File: src/rtl/alu_stage_pkg.sv
// Shared types and constants for the ALU result stage.
package alu_stage_pkg;

  localparam int unsigned DefDataWidth    = 16;
  localparam int unsigned DefRegAddrWidth = 3;

  // Condition-code reset value {n, z, p, co}: the machine starts out "zero".
  localparam logic [3:0] CcReset = 4'b0100;

  // Skid buffer occupancy.
  typedef enum logic [1:0] {
    BufEmpty = 2'd0,
    BufOne   = 2'd1,
    BufFull  = 2'd2
  } buf_state_e;

  // One buffered writeback entry at the default widths.
  typedef struct packed {
    logic [DefDataWidth-1:0]    result;
    logic                       wr_en;
    logic [DefRegAddrWidth-1:0] dest;
  } entry_t;

endpackage

File: src/rtl/result_skid_buf.sv
// Two-entry FIFO-ordered skid buffer feeding the register-file writeback port.
// in_ready depends on registered occupancy only, so there is no in/out ready path.
module result_skid_buf
  import alu_stage_pkg::*;
#(
  parameter type ent_t = alu_stage_pkg::entry_t
) (
  input  logic clk,
  input  logic rst,
  input  logic in_valid,
  output logic in_ready,
  input  ent_t in_entry,
  output logic out_valid,
  input  logic out_ready,
  output ent_t out_entry
);

  buf_state_e state_q, state_d;
  ent_t       head_q, head_d;
  ent_t       tail_q, tail_d;
  logic       push, pop;

  // Occupancy register and entry storage.
  always_ff @(posedge clk) begin
    if (rst) begin
      state_q <= BufEmpty;
      head_q  <= '0;
      tail_q  <= '0;
    end else begin
      state_q <= state_d;
      head_q  <= head_d;
      tail_q  <= tail_d;
    end
  end

  // Next occupancy and entry movement; head is always entry 0.
  always_comb begin
    state_d   = state_q;
    head_d    = head_q;
    tail_d    = tail_q;
    in_ready  = (state_q != BufFull);
    out_valid = (state_q != BufEmpty);
    push      = in_valid && in_ready;
    pop       = out_valid && out_ready;
    unique case (state_q)
      BufEmpty: begin
        if (push) begin
          head_d  = in_entry;
          state_d = BufOne;
        end
      end
      BufOne: begin
        if (push && pop) begin
          head_d = in_entry;
        end else if (push) begin
          tail_d  = in_entry;
          state_d = BufFull;
        end else if (pop) begin
          state_d = BufEmpty;
        end
      end
      BufFull: begin
        if (pop) begin
          head_d  = tail_q;
          state_d = BufOne;
        end
      end
      default: state_d = BufEmpty;
    endcase
  end

  assign out_entry = head_q;

endmodule

File: src/rtl/alu_result_stage.sv
// Execute-to-writeback stage: skid-buffers ALU results, owns the condition
// codes and evaluates branch conditions.
// Optional feature macro: ALU_CARRY_CC_EN (adds the cc_co carry register).
module alu_result_stage
  import alu_stage_pkg::*;
#(
  parameter int unsigned DATA_WIDTH     = DefDataWidth,
  parameter int unsigned REG_ADDR_WIDTH = DefRegAddrWidth
) (
  input  logic                      clk,
  input  logic                      rst,
  input  logic                      in_valid,
  output logic                      in_ready,
  input  logic [DATA_WIDTH-1:0]     in_result,
  input  logic                      in_n,
  input  logic                      in_z,
  input  logic                      in_p,
  input  logic                      in_co,
  input  logic                      in_set_cc,
  input  logic                      in_wr_en,
  input  logic [REG_ADDR_WIDTH-1:0] in_dest,
  output logic                      out_valid,
  input  logic                      out_ready,
  output logic [DATA_WIDTH-1:0]     out_result,
  output logic                      out_wr_en,
  output logic [REG_ADDR_WIDTH-1:0] out_dest,
  output logic                      cc_n,
  output logic                      cc_z,
  output logic                      cc_p,
  output logic                      cc_co,
  input  logic [2:0]                br_mask,
  output logic                      br_taken
);

  // Entry layout at this instance's widths; matches entry_t at the defaults.
  typedef struct packed {
    logic [DATA_WIDTH-1:0]     result;
    logic                      wr_en;
    logic [REG_ADDR_WIDTH-1:0] dest;
  } stage_entry_t;

  stage_entry_t in_entry, out_entry;
  logic         cc_load;
  logic [2:0]   nzp_q;

  assign in_entry = '{result: in_result, wr_en: in_wr_en, dest: in_dest};

  result_skid_buf #(
    .ent_t (stage_entry_t)
  ) u_buf (
    .clk       (clk),
    .rst       (rst),
    .in_valid  (in_valid),
    .in_ready  (in_ready),
    .in_entry  (in_entry),
    .out_valid (out_valid),
    .out_ready (out_ready),
    .out_entry (out_entry)
  );

  assign out_result = out_entry.result;
  assign out_wr_en  = out_entry.wr_en;
  assign out_dest   = out_entry.dest;

  // Only accepted results may touch the condition codes.
  assign cc_load = in_valid && in_ready && in_set_cc;

  // N/Z/P condition-code register.
  always_ff @(posedge clk) begin
    if (rst) begin
      nzp_q <= CcReset[3:1];
    end else if (cc_load) begin
      nzp_q <= {in_n, in_z, in_p};
    end
  end

`ifdef ALU_CARRY_CC_EN
  logic co_q;

  // Carry condition-code register.
  always_ff @(posedge clk) begin
    if (rst) begin
      co_q <= CcReset[0];
    end else if (cc_load) begin
      co_q <= in_co;
    end
  end

  assign cc_co = co_q;
`else
  logic unused_in_co;
  assign unused_in_co = in_co;
  assign cc_co        = 1'b0;
`endif

  assign {cc_n, cc_z, cc_p} = nzp_q;
  assign br_taken           = |(br_mask & nzp_q);

endmodule

File: config.mk
export PLATFORM = sky130hd
export DESIGN_NAME = alu_result_stage
export DESIGN_NICKNAME = d
export VERILOG_FILES = /design/src/rtl/alu_stage_pkg.sv /design/src/rtl/result_skid_buf.sv /design/src/rtl/alu_result_stage.sv
export SDC_FILE = /design/constraint.sdc
export NUM_CORES = 1
export LEC_CHECK = 0
export CAP_MARGIN = 20
export CELL_PAD_IN_SITES_DETAIL_PLACEMENT = 0
export CELL_PAD_IN_SITES_GLOBAL_PLACEMENT = 1
export CORE_MARGIN = 10
export CORE_UTILIZATION = 35
export CTS_CLUSTER_DIAMETER = 120
export DETAILED_ROUTE_END_ITERATION = 7
export DONT_BUFFER_PORTS = 1
export GPL_ROUTABILITY_DRIVEN = 0
export PLACE_DENSITY_LB_ADDON = 0.1
export RECOVER_POWER = 50
export SYNTH_ARGS = -nofsm -noshare
export SYNTH_HDL_FRONTEND = slang
export SYNTH_SLANG_ARGS = --single-unit
File: constraint.sdc
create_clock -name clk -period 1.85 [get_ports clk]
set_clock_uncertainty 0.15 [all_clocks]
set_input_delay 0.185 -clock clk [delete_from_list [all_inputs] [get_ports clk]]
set_output_delay 0.185 -clock clk [all_outputs]
set_load 0.01 [all_outputs]
==> out/qor.log <==
qor: detailed_routing.route.antenna.remaining_nets 0
qor: min_path.hp-class in -> reg
qor: cts.post_cts_resize_count 0
qor: placed_design.io_buffer_count 0
qor: final_layout.ant_cells 0
qor: placed_design.place.detailed.instances 298
qor: yosys.synth.net_count 271
qor: final_layout.mostFrequentLayoutCells nand2_1, dfxtp_1, dlygate4sd3_1
qor: critical_path.crit_type reg -> out
qor: grt.gr-usage-all-layers 12.08%
qor: grt.via_count_of_the_first_global_routing_pass 1783
qor: detailed_routing.drt_drc_violations_left 0
qor: yosys.netlist.area_leader.share 43.50%
qor: min_path.worst_hold_path.num_cells 3
qor: sta.whs 0.001535 ns
qor: detailed_routing.detailedRoute.firstPassIterationCount 4
qor: die.core_outline_area 5608 um2
qor: final_layout.drive_gt1_share 15.77%
qor: detailed_routing.detailroute.via_count 1793
qor: placed_design.dp_hpwl 3.788 mm
qor: outcome.status completed
qor: power_and_ir_drop.power_per_unit_of_standard_cell_area 798.4 nW/um2
qor: sta.fin_setup_tns 0 ns
qor: final_layout.finalNetCount 292
qor: die.top_level_ports 59
qor: yosys.syn_avg_cell_area 8.664 um2
qor: power_and_ir_drop.power.ir.vdd_worst 0.3948 mV
qor: critical_path.cpMaxStageDelayCell dfxtp_1
qor: run.max-cap-violations 0
qor: die.die_width 96.92 um
qor: sta.achievable-frequency 0.6080 GHz
qor: die.die_height 96.92 um
qor: die.die_area 9393 um2
qor: cts.clkSlewWorstSetupHoldPaths 0.08 ns
qor: grt.globalRoute.totalOverflow 0
qor: critical_path.start_kind register
qor: cts.cts_max_path_buffers 2
qor: sta.rsz0062_at_grt no
qor: cts.h-tree-depth 2
qor: final_layout.layout.cells.most_common nand2_1
qor: cts.clk_latency 0.29 ns
qor: yosys.library_cell_occupying_the_most_area_in_the_post_synthesis_netlist dfxtp_1
qor: cts.cts_inserted_buffers 5
qor: yosys.ys_top_cells_by_area dfxtp_1, nand2_1, a311oi_2
qor: grt.grt_max_degree 46
qor: sta.maxSlewViolCount 0
qor: final_layout.final_cell_area 2505 um2
qor: yosys.ys_seq_area_share 43.50%
qor: critical_path.sequence_of_cells_on_the_critical_path nor2b_2 -> inv_4 -> buf_4
qor: yosys.ys_ff_latch 45
qor: critical_path.critical_path.n_buffers_inverters 2
qor: grt.antenna_found_initial 0
qor: die.starting_density 36.93%
qor: yosys.syn_inst 239
qor: die.std_cell_rows 27
qor: critical_path.worst_ep_required_time 1.51 ns
qor: detailed_routing.detail_route.wl_per_cell 17.45 um
qor: critical_path.path_delay_family flip-flops
qor: critical_path.worstSetupEndpointType primary output
qor: critical_path.cpPeakStageDelay 0.42 ns
qor: detailed_routing.total_routed_wirelength 5.792 mm
qor: final_layout.area_growth_from_synthesis_to_layout 20.97%
qor: sta.layout_worst_path_cycle_share 88.90%
qor: yosys.ys.warnings.count 0
qor: critical_path.worstRegToRegCells 4
qor: critical_path.largest_fanout_of_any_net_on_the_critical_path 24
qor: yosys.syn_area 2071 um2
qor: placed_design.cell_area_after_placement 2133 um2
qor: critical_path.timing.critical_path.depth 3
qor: cts.tritoncts built
qor: detailed_routing.viasPerCell 5.401
qor: power_and_ir_drop.power.static_leakage 0.8707 nW
qor: sta.post-route-min-period 1.645 ns
qor: cts.clk_root_buffer_cell clkbuf_8
qor: final_layout.instances_no_fill 332
qor: cts.cts.sinks 45
qor: grt.grt_first_pass_wirelength 9.459 mm
qor: detailed_routing.drtIter0Drc 110
qor: critical_path.arrival 1.31 ns
qor: sta.finalSetupViolations 0
qor: yosys.post_synth_num_cell_types 29
qor: sta.hold_viol 0
-- routing by layer --
layer	vias up	global-route usage (%)	part of all wire (%)
met3	7	4.542	6.3
met1	863	13.89	43
met4	0	3.946	1.2
li1	890	-	-
met5	-	0	0
met2	33	20.09	50
-- synthesized netlist by cell type --
library cell and count:
nand2_1 82, dfxtp_1 45, a21oi_1 24, a211oi_1 20
a311oi_2 20, buf_2 13, clkbuf_1 6, buf_4 3
nand4_1 3, o21ai_0 3, a21o_1 2, a222oi_1 1
and2_1 1, and2b_1 1, and3b_1 1, and4bb_1 1
buf_1 1, buf_6 1, conb_1 1, inv_1 1
inv_4 1, nand2b_1 1, nand3b_1 1, nand4bb_1 1
nor2b_1 1, nor3_1 1, o21bai_1 1, or2_2 1
or3b_1 1
-- cell type report --
| class | count | area [um2] |
|---|---|---|
| Clock buffer | 7 | 86.33 |
| Multi-Input combinational cell | 168 | 1037 |
| Fill cell | 581 | 3103 |
| Inverter | 2 | 10.01 |
| Sequential cell | 45 | 900.9 |
| Timing Repair Buffer | 38 | 380.4 |
| Tap cell | 72 | 90.09 |
-- state kept, by name (all words and copies together) (netlist names) --
| name | cells |
|---|---|
| u_buf.state_q | 2 |
| u_buf.out_entry | 20 |
| u_buf.tail_q | 20 |
| nzp_q | 3 |
-- worst register-to-register path, cell delays in order (launching register included) --
cell and delay, ns:
dfxtp_1 0.42, nor2b_2 0.26, clkbuf_2 0.33, nand2_1 0.11, a311oi_2 0.25
-- power by group --
| part | leakage (nW) | total (mW) | switching [mW] | internal, mW |
|---|---|---|---|---|
| logic | 0.457 | 0.306 | 0.161 | 0.145 |
| clock network | 0.0443 | 0.606 | 0.309 | 0.296 |
| registers | 0.369 | 1.09 | 0.0621 | 1.03 |
| total | 0.871 | 2.00 | 0.533 | 1.47 |
-- logic make-up after synthesis --
logic type	share of synthesized area [%]
buffers and inverters	6.525
flip-flops	43.50
other	0.1811
AO/OA/AOI/OAI	29.85
AND/OR/NAND/NOR	19.94
-- through the flow --
step	total power, mW	worst slack [ns]	utilization [%]
6_report	2.000	0.2053	44.67
5_1_grt	2.116	0.07686	44.67
4_1_cts	2.029	0.1791	44.71
3_5_place_dp	1.345	0.2634	38.04
3_3_place_gp	1.336	0.3372	38.04
2_1_floorplan	1.304	0.4594	-
-- path summary, 6_finish.rpt --
kind,startpoint,to,slack (ns)
max,u_buf.state_q[1],in_ready,0.21
min,in_valid,nzp_q[1],0.002
max reg2reg,u_buf.state_q[1],u_buf.out_entry[10],0.25
min reg2reg,u_buf.tail_q[11],u_buf.tail_q[11],0.31
-- timing repair --
action | in CTS | in global routing
setup buffers | 0 | 0
endpoints found under the hold margin | 45 | 0
hold buffers | 27 | 0
(Power assumes the default switching activity.)
